File: config.mk
export PLATFORM = sky130hd
export DESIGN_NAME = mcu_spi_tx_ctrl_flat
export DESIGN_NICKNAME = d
export VERILOG_FILES = /design/src/rtl/mcu_spi_tx_ctrl_if.sv /design/src/rtl/mcu_spi_tx_ctrl.sv /design/src/flat_wrapper.sv
export SDC_FILE = /design/constraint.sdc
export NUM_CORES = 1
export LEC_CHECK = 0
export BUFFER_PORTS_ARGS = -buffer_cell sky130_fd_sc_hd__buf_2
export CORE_MARGIN = 2
export CORE_UTILIZATION = 52
export CTS_CLUSTER_DIAMETER = 100
export DETAILED_ROUTE_END_ITERATION = 12
export PLACE_DENSITY_LB_ADDON = 0.3
export SLEW_MARGIN = 20
export SYNTH_ARGS = -nofsm -noshare
export SYNTH_HDL_FRONTEND = slang
export SYNTH_SLANG_ARGS = --single-unit
export TNS_END_PERCENT = 100
File: constraint.sdc
create_clock -name fpga_sck -period 2.5 [get_ports fpga_sck]
set_clock_uncertainty 0.1 [all_clocks]
set_input_delay 0.125 -clock fpga_sck [delete_from_list [all_inputs] [get_ports fpga_sck]]
set_output_delay 0.125 -clock fpga_sck [all_outputs]
set_load 0.01 [all_outputs]
File: src/rtl/mcu_spi_tx_ctrl_if.sv
// mcu_spi_tx_ctrl_if
//   Bundles the FPGA-side write port, the MCU chip-select input and the
//   shift-register / MCU handshake outputs of mcu_spi_tx_ctrl.
//   master : producer side (FPGA logic / MCU model) - drives wr_en, wr_data, mcu_cs_n
//   slave  : the controller - drives full, data_load, load, transmit, data_ready, overflow
interface mcu_spi_tx_ctrl_if;
    logic        wr_en;
    logic [15:0] wr_data;
    logic        full;
    logic        mcu_cs_n;
    logic [15:0] data_load;
    logic        load;
    logic        transmit;
    logic        data_ready;
    logic        overflow;

    modport master (
        output wr_en, wr_data, mcu_cs_n,
        input  full, data_load, load, transmit, data_ready, overflow
    );

    modport slave (
        input  wr_en, wr_data, mcu_cs_n,
        output full, data_load, load, transmit, data_ready, overflow
    );
endinterface

File: src/rtl/mcu_spi_tx_ctrl.sv
// mcu_spi_tx_ctrl
//   Feeds 16-bit words from FPGA logic to the MCU-facing SPI output shift
//   register. Words are buffered in a DEPTH-entry FIFO; one word at a time is
//   popped into data_load with a one-cycle load strobe, data_ready is raised to
//   the MCU, and transmit is held for the accepted chip-select frame.
//   Ports:
//     fpga_sck  : clock, all state on the rising edge
//     reset     : asynchronous, active-high
//     bus.slave : wr_en/wr_data/full/overflow (write side), mcu_cs_n (async
//                 MCU chip select), data_load/load/transmit/data_ready (outputs)
module mcu_spi_tx_ctrl #(
    parameter int DEPTH   = 4,
    parameter int SYNC_FF = 2
) (
    input  logic             fpga_sck,
    input  logic             reset,
    mcu_spi_tx_ctrl_if.slave bus
);

    localparam int AW = $clog2(DEPTH);
    localparam int CW = $clog2(DEPTH + 1);

    typedef enum logic [2:0] {IDLE, LOAD, READY, XFER, DONE} state_t;

    state_t            state;
    logic [15:0]       mem [DEPTH];
    logic [AW-1:0]     wr_ptr, rd_ptr;
    logic [CW-1:0]     count;
    logic [SYNC_FF-1:0] cs_sync;
    logic              cs_d;
    logic              cs_s, cs_fall, cs_rise;
    logic              full_w, push, pop;
    logic [15:0]       data_load_q;
    logic              load_q, transmit_q, ready_q, overflow_q;

    // full is judged on the registered count, so a push into a full FIFO is
    // dropped even when the same cycle pops a word.
    assign full_w = (count == CW'(DEPTH));
    assign push   = bus.wr_en && !full_w;
    assign pop    = (state == IDLE) && (count != '0);

    // Chip-select synchroniser, preset to 1 so reset looks like an idle CS.
    assign cs_s    = cs_sync[SYNC_FF-1];
    assign cs_fall = cs_d && !cs_s;
    assign cs_rise = !cs_d && cs_s;

    always_ff @(posedge fpga_sck or posedge reset) begin
        if (reset) begin
            cs_sync <= '1;
            cs_d    <= 1'b1;
        end else begin
            cs_sync <= {cs_sync[SYNC_FF-2:0], bus.mcu_cs_n};
            cs_d    <= cs_s;
        end
    end

    // Storage array carries no reset; validity is tracked by count.
    always_ff @(posedge fpga_sck) begin
        if (push) mem[wr_ptr] <= bus.wr_data;
    end

    always_ff @(posedge fpga_sck or posedge reset) begin
        if (reset) begin
            wr_ptr     <= '0;
            rd_ptr     <= '0;
            count      <= '0;
            overflow_q <= 1'b0;
        end else begin
            if (push) wr_ptr <= wr_ptr + AW'(1);
            if (pop)  rd_ptr <= rd_ptr + AW'(1);
            count <= count + CW'(push) - CW'(pop);
            if (bus.wr_en && full_w) overflow_q <= 1'b1;
        end
    end

    // Outputs are registered alongside the state they belong to. Only edges
    // seen while in READY start a frame, so a frame already in progress when
    // the word arrives is never joined half way.
    always_ff @(posedge fpga_sck or posedge reset) begin
        if (reset) begin
            state       <= IDLE;
            data_load_q <= '0;
            load_q      <= 1'b0;
            transmit_q  <= 1'b0;
            ready_q     <= 1'b0;
        end else begin
            case (state)
                IDLE: if (count != '0) begin
                    state       <= LOAD;
                    data_load_q <= mem[rd_ptr];
                    load_q      <= 1'b1;
                end
                LOAD: begin
                    state   <= READY;
                    load_q  <= 1'b0;
                    ready_q <= 1'b1;
                end
                READY: if (cs_fall) begin
                    state      <= XFER;
                    transmit_q <= 1'b1;
                end
                XFER: if (cs_rise) begin
                    state      <= DONE;
                    transmit_q <= 1'b0;
                    ready_q    <= 1'b0;
                end
                DONE:    state <= IDLE;
                default: state <= IDLE;
            endcase
        end
    end

    assign bus.full       = full_w;
    assign bus.overflow   = overflow_q;
    assign bus.data_load  = data_load_q;
    assign bus.load       = load_q;
    assign bus.transmit   = transmit_q;
    assign bus.data_ready = ready_q;

endmodule

File: src/flat_wrapper.sv
// flat-port wrapper written by rule: the top's interface ports become plain ports
module mcu_spi_tx_ctrl_flat 
#(
    parameter int DEPTH   = 4,
    parameter int SYNC_FF = 2
)
  (fpga_sck, reset, bus_wr_en, bus_wr_data, bus_mcu_cs_n, bus_full, bus_data_load, bus_load, bus_transmit, bus_data_ready, bus_overflow);
  mcu_spi_tx_ctrl_if bus_i ();
  input  logic fpga_sck;
  input  logic reset;
  input wire logic [$bits(bus_i.wr_en)-1:0] bus_wr_en;
  input wire logic [$bits(bus_i.wr_data)-1:0] bus_wr_data;
  input wire logic [$bits(bus_i.mcu_cs_n)-1:0] bus_mcu_cs_n;
  output wire logic [$bits(bus_i.full)-1:0] bus_full;
  output wire logic [$bits(bus_i.data_load)-1:0] bus_data_load;
  output wire logic [$bits(bus_i.load)-1:0] bus_load;
  output wire logic [$bits(bus_i.transmit)-1:0] bus_transmit;
  output wire logic [$bits(bus_i.data_ready)-1:0] bus_data_ready;
  output wire logic [$bits(bus_i.overflow)-1:0] bus_overflow;
  assign bus_i.wr_en = bus_wr_en;
  assign bus_i.wr_data = bus_wr_data;
  assign bus_i.mcu_cs_n = bus_mcu_cs_n;
  assign bus_full = bus_i.full;
  assign bus_data_load = bus_i.data_load;
  assign bus_load = bus_i.load;
  assign bus_transmit = bus_i.transmit;
  assign bus_data_ready = bus_i.data_ready;
  assign bus_overflow = bus_i.overflow;
  mcu_spi_tx_ctrl #(.DEPTH(DEPTH), .SYNC_FF(SYNC_FF)) u_core (.fpga_sck(fpga_sck), .reset(reset), .bus(bus_i));
endmodule
Word level (Yosys, flattened, before mapping):

Memories as Yosys holds them, arrays and structs flattened. A register that Yosys moved wholly into a read port is not among the register bits.
Cells that the tools add are included.

* input bits: 20
* bits in registers: 17
* memories kept: 1
* memory bits (writable): 64
* output and inout port bits: 21
* logic and storage cells: 52

Memories
* u_core.mem: depth 4, width 16, read ports 1, clocked after Yosys merged registers in 1, wr ports 1, line mcu_spi_tx_ctrl.sv:26 `logic [15:0] mem [DEPTH];`

* reduce and logical (&&, ||, !) cells: 18
* $add $sub $neg: 4
* muxes and demuxes: 12
* equal/unequal tests: 7

Operator list (count)
* 3-bit case mux with 4 select lines: 1
* 3-bit two-way mux: 3
* 3-bit by 2-bit equality test with 1-bit output (second input constant): 2
* 1-bit case mux with 2 select lines: 3
* 2-bit AND reduction: 3
* 3-bit AND reduction: 2
* 2-bit nonzero test: 3
* 1-bit logical AND: 5
* 1-bit two-way mux: 5
* 2-bit by 1-bit adder with 2-bit output (second input constant): 2
* 2-bit by 1-bit inequality test with 1-bit output (second input constant): 2
* 3-bit by 1-bit adder with 3-bit output: 1
* 3-bit by 1-bit equality test with 1-bit output (second input constant): 1
* 3-bit equality test (second input constant): 1
* 1-bit zero test: 3
* 3-bit zero test: 1
* 3-bit nonzero test: 1
* 3-bit by 1-bit subtractor with 3-bit output: 1
* 2-bit inequality test (second input constant): 1

Longest topological paths before layout:

Gate-level depths: netlist of run 1.

* depth after elaboration: 5
* depth in mapped cells: 9
* depth with buffers taken out: 8

Least setup slack after synthesis of run 1:

OpenSTA, ideal clock, no wires.

* path kind: reg2reg
* start point: reg u_core.state[0]
* end point: reg u_core.count[2]
* period minus slack after synthesis: 2.396 ns
* data arrival time: 2.173 ns
* path slack: 0.104 ns
* stages on the path, launching flop included: 10
* data required time: 2.277 ns
* cells stage by stage: dfrtp_1 -> buf_6 -> nor4_4 -> buf_6 -> ha_1 -> inv_1 -> ha_1 -> fa_1 -> xnor2_1 -> xnor2_1

* longest elaborated chain between the ends: 3

Ends and longest elaborated chain
* from (decl): line mcu_spi_tx_ctrl.sv:25 `state_t state;`
* from (signal assigned): line mcu_spi_tx_ctrl.sv:81 `state <= IDLE;`
* from (signal assigned): line mcu_spi_tx_ctrl.sv:89 `state <= LOAD;`
* from (signal assigned): line mcu_spi_tx_ctrl.sv:94 `state <= READY;`
* 3-bit zero test: line mcu_spi_tx_ctrl.sv:40 `assign pop = (state == IDLE) && (count != '0);`
* 1-bit logical AND: line mcu_spi_tx_ctrl.sv:40
* via u_core.pop: line mcu_spi_tx_ctrl.sv:32 `logic full_w, push, pop;`
* 3-bit by 1-bit subtractor with 3-bit output: line mcu_spi_tx_ctrl.sv:71 `count <= count + CW'(push) - CW'(pop);`
* to (signal assigned): line mcu_spi_tx_ctrl.sv:71
* to (decl): line mcu_spi_tx_ctrl.sv:28 `logic [CW-1:0] count;`

The timed path passes the listed nets, and every way through them passes these cells.
A chain may end at the register's enable or synchronous reset.

Worst setup path after layout of run 1:

* start point: reg u_core.count[1]
* end point: reg u_core.count[2]

* longest elaborated chain between the ends: 5

Ends and longest elaborated chain
* 3-bit equality test: line mcu_spi_tx_ctrl.sv:38 `assign full_w = (count == CW'(DEPTH));`
* 1-bit zero test: line mcu_spi_tx_ctrl.sv:39 `assign push = bus.wr_en && !full_w;`
* 1-bit logical AND: line mcu_spi_tx_ctrl.sv:39
* 3-bit by 1-bit adder with 3-bit output: line mcu_spi_tx_ctrl.sv:71
* 3-bit by 1-bit subtractor with 3-bit output (*): line mcu_spi_tx_ctrl.sv:71

Every way passes the cells marked *; elsewhere a longest branch is shown, timed or not.

==> run summary, run 1 <==
=====================================================================================================
Run status                                                                               finished, final reports clean
Critical Path End Type                                                                           flop
Highest-count cells in the layout ignoring fill and taps                                 sky130_fd_sc_hd__edfxtp_1, sky130_fd_sc_hd__buf_2, sky130_fd_sc_hd__dfrtp_1, sky130_fd_sc_hd__dlygate4sd3_1, sky130_fd_sc_hd__mux2_2
Starting Density                                                                                54.2%
Final Slew Violations                                                                               0
Post-CTS setup buffer count                                                                         0
Critical Path Source Type                                                                        flop
Most frequent standard cell in the layout excluding fill and tap cells                   sky130_fd_sc_hd__edfxtp_1
Period utilization                                                                              86.7%
Antenna-violating nets left                                                                         0
Depth of the CTS H-tree                                                                             3
Via count of the first global-routing pass                                                      1,885
Endpoint, Worst Hold                                                                     u_core.cs_sync[1]$_DFF_PP1_
Post-synthesis average cell area                                                             19.7 um2
Layout area overhead                                                                            20.6%
Dominant synthesized flop cell                                                           sky130_fd_sc_hd__edfxtp_1
Type of the worst setup path                                                               reg -> reg
Gr usage total                                                                                  17.5%
Fraction of met2 tracks used by global routing                                                  27.1%
Buf+Inv Stages, Crit Path                                                                           2
Number of max-cap violations                                                                        0
Resized cells post-CTS                                                                              0
Minimum period implied by the final worst setup slack                                         2.17 ns
Maximum number of buffers from clock root to sink                                                   2
Static leakage                                                                             0.00172 uW
Net Count, Synth                                                                                  216
Top fanout value on the critical path                                                               3
Ratio of cells with drive above 1 in the final layout                                           39.2%
Avg Vias per Cell                                                                                5.17
Setup slack of the most critical reg-to-reg path                                              0.33 ns
Cells after Synth                                                                                 189
Fillcell total                                                                                    493
Max transition margin                                                                           53.5%
Area of the mapped netlist                                                                   3720 um2
Number of iterations in the first detailed-routing pass                                             4
Final core occ                                                                                  65.3%
Tightest Hold Check Type                                                                   reg -> reg
Total DRC errors in the routed layout                                                               0
Antenna violations before repair                                                                    0
Violation count after the first detailed-route iteration                                          128
CTS buffer count                                                                                    9
Clock latency on the worst-skew pair                                                          0.35 ns
Hold Path Origin                                                                         u_core.cs_sync[0]$_DFF_PP1_
Full die area                                                                                7850 um2
Hold violation count in the final report                                                            0
Core region area                                                                             6870 um2
Routed vias                                                                                     1,883
FF+latch count, synth                                                                              97
RSZ-0062 raised after global routing                                                            false
Root buffer cell                                                                         sky130_fd_sc_hd__clkbuf_8
Number of cells on the worst reg-to-reg path                                                        9
Met3 demand-to-capacity share in global routing                                                 3.54%
TritonCTS clock tree                                                                            built
Peak-usage layer in the global routing report                                                    met2
Antenna Cells                                                                                       0
Area fraction in and, or, nand and nor cells after synthesis                                    3.43%
CP required                                                                                   2.68 ns
Synthesized-area fraction occupied by xor and xnor cells                                        1.18%
Final count of negative-setup-slack endpoints                                                       0
Cell Pwr Density                                                                          1120 nW/um2
Largest stage delay, worst path                                                               0.39 ns
Max frequency                                                                                 462 MHz
Maximum number of pins on one net before global-route repair                                       20
Launching point of the worst reg2reg path                                                u_core.count[1]$_DFF_PP0_
Dominant combinational cell family by area after synthesis                               multiplexers
Crit path arrival time                                                                        2.35 ns
IO buf count                                                                                       40
Per-cell routed wire length                                                                   16.5 um
Launching instance or port of the critical path                                          u_core.count[1]$_DFF_PP0_
Post-synthesis share of cell area spent on full adders, half adders and majority gates          2.56%
Proportion of register bits with asynchronous set or reset after synthesis                      34.0%
Boundary pin count                                                                                 41
Number of buffers inserted for hold repair after clock tree synthesis                              19
Floorplan row count                                                                                30
Slowest stage cell, crit path                                                            sky130_fd_sc_hd__dfrtp_1
Height of the chip                                                                            88.6 um
Accumulated negative setup slack                                                                 0 ns
Fraction of the yosys area taken by sequential cells                                            74.0%
Synth Area in Compound Gates                                                                    1.65%
Sink Count                                                                                         97
Worst-path clk slew                                                                           0.09 ns
Worst hold stages                                                                                   0
Post-synth EDFFs                                                                                   64
Die outline width                                                                             88.6 um
Worst Tran Pin Value                                                                         0.697 ns
Cell-by-cell trace of the critical path                                                  nor3_1 -> buf_4 -> nor4_4 -> ha_1 -> inv_1 -> ha_1 -> fa_1 -> xnor2_1 -> xnor2_1
Placement-stage worst setup slack                                                            0.366 ns
Cell variety after synth                                                                           28
Mux cell area share after synthesis                                                             14.8%
Final nets                                                                                        290
Maximum vdd ir drop                                                                          0.509 mV
Wire length of the first global-routing pass                                                  9.78 mm
Cell family with the largest share of critical-path delay                                 adder cells
Detailed Place HPWL                                                                           3.93 mm
Capture point of the worst reg-to-reg path                                               u_core.count[2]$_DFF_PP0_
Detailed Route WL                                                                             6.01 mm
Met1 global-route usage                                                                         24.3%
Final worst-path setup slack                                                                 0.333 ns
GP Congestion                                                                                   0.762
Total number of yosys warnings                                                                      0
GRT overflow                                                                                        0
=====================================================================================================
[report_power, final]
group | internal (uW) | switching, uW
combinational | 842 | 749
sequential | 2200 | 229
clock | 471 | 541
[worst max-delay path by stage]
stage | to | slack [ns] | depth (start not counted)
final | u_core.count[2]$_DFF_PP0_ | 0.33 | 9
after global routing | u_core.count[2]$_DFF_PP0_ | 0.14 | 9
after CTS | u_core.count[2]$_DFF_PP0_ | 0.33 | 9
after detailed placement | u_core.count[2]$_DFF_PP0_ | 0.37 | 9
after global placement | u_core.count[2]$_DFF_PP0_ | 0.41 | 9
after floorplan | u_core.count[2]$_DFF_PP0_ | 0.10 | 9
[per-stage QoR]
step | std cells | area [um2] | hold slack, ns | total power [uW]
after floorplan | 189 | 3720 | 0.0295 | 3550
after global placement | 329 | 4100 | 0.130 | 3990
after detailed placement | 329 | 4100 | 0.131 | 4060
after CTS | 364 | 4490 | 0.265 | 5100
after global routing | 364 | 4490 | 0.272 | 5360
final | 364 | 4490 | 0.265 | 5030
[Yosys cell counts (2+ instances only)]
cell	n	share of area, %
sky130_fd_sc_hd__a21o_1	2	0.40
sky130_fd_sc_hd__a21oi_1	2	0.27
sky130_fd_sc_hd__a31oi_1	2	0.34
sky130_fd_sc_hd__and2_1	4	0.67
sky130_fd_sc_hd__and3_1	2	0.34
sky130_fd_sc_hd__buf_2	2	0.27
sky130_fd_sc_hd__buf_6	3	0.91
sky130_fd_sc_hd__dfrtp_1	30	20
sky130_fd_sc_hd__dfstp_2	3	2.1
sky130_fd_sc_hd__edfxtp_1	64	52
sky130_fd_sc_hd__ha_1	6	2.0
sky130_fd_sc_hd__inv_1	8	0.81
sky130_fd_sc_hd__mux2_2	17	5.1
sky130_fd_sc_hd__mux4_2	16	9.7
sky130_fd_sc_hd__nand2_1	3	0.30
sky130_fd_sc_hd__nor2_1	3	0.30
sky130_fd_sc_hd__nor2b_1	4	0.67
sky130_fd_sc_hd__nor3_1	3	0.40
sky130_fd_sc_hd__o21ai_0	3	0.40
sky130_fd_sc_hd__xnor2_1	4	0.94
[state kept, by name (all words and copies together) (netlist names)]
name and flops:
u_core.mem 64, u_core.bus.data_load 16, u_core.count 3, u_core.state 3
u_core.cs_sync 2, u_core.rd_ptr 2, u_core.wr_ptr 2, u_core.bus.data_ready 1
u_core.bus.load 1, u_core.bus.overflow 1, u_core.bus.transmit 1, u_core.cs_d 1
[worst register-to-register path: cells and delay by family, from the launching register on]
kind / cells / cell delay (ns)
xor+xnor: 2 / 0.32
fa+ha+maj: 3 / 0.86
buf+inv: 2 / 0.20
flops: 1 / 0.39
simple gates: 2 / 0.23
[cells by family (layout without fill, tap and decap cells)]
kind of cell,Yosys count,after routing
AOI/OAI and AO/OA,10,10
xor gates and xnor gates,5,5
adders and majority gates,7,7
buffers and inverters,16,95
DFF,97,97
muxes,33,33
and+or+nand+nor,21,21
[layer usage]
metal | part of all wire, % | up-vias
li1 | - | 866
met1 | 45 | 962
met2 | 50 | 43
met3 | 3.2 | 12
met4 | 1.9 | 0
met5 | 0 | -
[layout make-up]
type                       count  area [um2]  share of cell area, %
clock buffer                   9         124                   2.76
clock inverter                 7        76.3                   1.70
inverter                       8        30.0                  0.669
multi-input combinational     76         880                   19.6
sequential                    97        2750                   61.3
tap                           96         120                   2.68
timing repair buffer          71         505                   11.3
(Power assumes the default switching activity.)
==> run 2, diff against run 1 <==
--- a/config.mk
+++ b/config.mk
@@ -6,11 +6,13 @@
 export NUM_CORES = 1
 export LEC_CHECK = 0
 export BUFFER_PORTS_ARGS = -buffer_cell sky130_fd_sc_hd__buf_2
+export CAP_MARGIN = 20
 export CORE_MARGIN = 2
 export CORE_UTILIZATION = 52
 export CTS_CLUSTER_DIAMETER = 100
 export DETAILED_ROUTE_END_ITERATION = 12
 export PLACE_DENSITY_LB_ADDON = 0.3
+export SETUP_SLACK_MARGIN = 0.5
 export SLEW_MARGIN = 20
 export SYNTH_ARGS = -nofsm -noshare
 export SYNTH_HDL_FRONTEND = slang
==> run summary, run 2 (synthesis results as in run 1) <==
=====================================================================================
Tightest Hold Check Type                                                   reg -> reg
Total DRC errors in the routed layout                                               0
Gr usage total                                                                  17.1%
Hold Path Origin                                                         u_core.cs_sync[0]$_DFF_PP1_
Worst Tran Pin Value                                                         0.454 ns
Critical Path Source Type                                                        flop
Depth of the CTS H-tree                                                             3
IO buf count                                                                       40
Antenna violations before repair                                                    0
Number of iterations in the first detailed-routing pass                             6
Max FFs per register                                                               64
Count of placed standard cells including taps                                     330
Worst hold stages                                                                   0
Core region area                                                             6870 um2
Detailed Place HPWL                                                           3.71 mm
TritonCTS clock tree                                                            built
Slowest stage cell, crit path                                            sky130_fd_sc_hd__dfrtp_1
Register name with the most flops                                          u_core.mem
Final nets                                                                        298
Period utilization                                                              81.1%
Starting Density                                                                54.2%
Clock latency on the worst-skew pair                                          0.34 ns
Ratio of cells with drive above 1 in the final layout                           43.1%
Top fanout value on the critical path                                               2
Wire length of the first global-routing pass                                  9.65 mm
CTS buffer count                                                                    9
Final Hold Slack                                                             0.265 ns
Via count of the first global-routing pass                                      1,913
Avg Vias per Cell                                                                5.09
Critical Path End Type                                                           flop
Layout area overhead                                                            23.8%
Worst-path clk slew                                                           0.09 ns
Sink Count                                                                         97
Die outline width                                                             88.6 um
Static leakage                                                             0.00177 uW
Most frequent standard cell in the layout excluding fill and tap cells   sky130_fd_sc_hd__edfxtp_1
Maximum vdd ir drop                                                          0.621 mV
Floorplan row count                                                                30
Type of the worst setup path                                               reg -> reg
Root buffer cell                                                         sky130_fd_sc_hd__clkbuf_8
Per-cell routed wire length                                                   15.9 um
Maximum number of pins on one net before global-route repair                       34
Max transition margin                                                           69.7%
Routed vias                                                                     1,894
Cell-by-cell trace of the critical path                                  nor3_4 -> nor4_4 -> ha_4 -> inv_2 -> ha_4 -> fa_2 -> xnor2_1 -> xnor2_1
Hold violation count in the final report                                            0
Number of max-cap violations                                                        0
GRT overflow                                                                        0
Crit path arrival time                                                        2.20 ns
Antenna-violating nets left                                                         0
Max frequency                                                                 493 MHz
Largest stage delay, worst path                                               0.42 ns
Cell Pwr Density                                                          1150 nW/um2
Detailed Route WL                                                             5.91 mm
Violation count after the first detailed-route iteration                           81
Full die area                                                                7850 um2
CP required                                                                   2.67 ns
Accumulated negative setup slack                                                 0 ns
Maximum number of buffers from clock root to sink                                   2
Highest-count cells in the layout ignoring fill and taps                 sky130_fd_sc_hd__edfxtp_1, sky130_fd_sc_hd__buf_2, sky130_fd_sc_hd__dfrtp_1, sky130_fd_sc_hd__buf_4, sky130_fd_sc_hd__dlygate4sd3_1
Final core occ                                                                  67.0%
Overall power of the completed layout                                         5320 uW
Boundary pin count                                                                 41
Final count of negative-setup-slack endpoints                                       0
RSZ-0062 raised after global routing                                             true
Launching point of the worst reg2reg path                                u_core.count[1]$_DFF_PP0_
Minimum period implied by the final worst setup slack                         2.03 ns
GP Congestion                                                                   0.795
Number of cells on the worst reg-to-reg path                                        8
Launching instance or port of the critical path                          u_core.count[1]$_DFF_PP0_
Non-filler instance count after layout                                            372
Run status                                                               finished, final reports clean
Antenna Cells                                                                       0
Height of the chip                                                            88.6 um
Final Slew Violations                                                               0
=====================================================================================
-- run 2: changes by cell type in the layout (fill, tap and decap cells not counted), sizes merged --
cell and delta:
clkbuf +1, bufinv +2, buf +8, inv -2, clkinvlp -1
-- run 2: final timing paths --
check | slack, ns | endpoint
max | 0.47 | u_core.count[2]$_DFF_PP0_
min | 0.26 | u_core.cs_sync[1]$_DFF_PP1_
max reg2reg | 0.47 | u_core.count[2]$_DFF_PP0_
min reg2reg | 0.26 | u_core.cs_sync[1]$_DFF_PP1_
max in group asynchronous | 1.62 | u_core.state[0]$_DFFE_PP0P_
min in group asynchronous | 0.34 | u_core.bus.data_load[9]$_DFFE_PP0P_
-- run 2: cell type report --
cell class	count	area, um2
Fill cell	494	2260
Tap cell	96	120
Multi-Input combinational cell	76	918
Clock buffer	10	128
Sequential cell	97	2750
Inverter	8	30.0
Timing Repair Buffer	79	541
Clock inverter	6	115
-- run 2: critical path: cells and delay by family, from the launching register on --
| kind | cells | cell delay (ns) |
|---|---|---|
| buf+inv | 1 | 0.03 |
| fa+ha+maj | 3 | 0.74 |
| xor+xnor | 2 | 0.31 |
| flops | 1 | 0.42 |
| simple gates | 2 | 0.35 |
-- run 2: stage by stage --
step                      area (um2)  worst slack [ns]
final                           4610             0.472
after global routing            4610             0.407
after CTS                       4570             0.494
after detailed placement        4110             0.335
after global placement          4110             0.375
after floorplan                 3750             0.173
-- run 2: power by group --
group,internal [uW],leakage (uW),switching [uW],total [uW]
registers,2200,0.000963,226,2420
logic,923,0.000688,785,1710
clock network,670,0.000117,513,1180
total,3790,0.00177,1520,5320
-- run 2: timing repair --
| action | CTS | global route |
|---|---|---|
| resized for setup | 3 | 1 |
| hold buffers | 19 | 0 |
| setup buffers | 3 | 4 |
| hold endpoints to repair | 96 | 0 |
| setup endpoints to repair | 2 | 1 |
| pin swaps | 2 | 2 |
-- run 2: layer usage --
metal,vias up,track usage (%),wire length (um),share of wire [%]
met1,966,22.8,2660,45
met4,0,7.44,78,1.3
li1,882,-,-,-
met3,6,3.08,157,2.7
met5,-,0,0,0
met2,40,28.1,3010,51
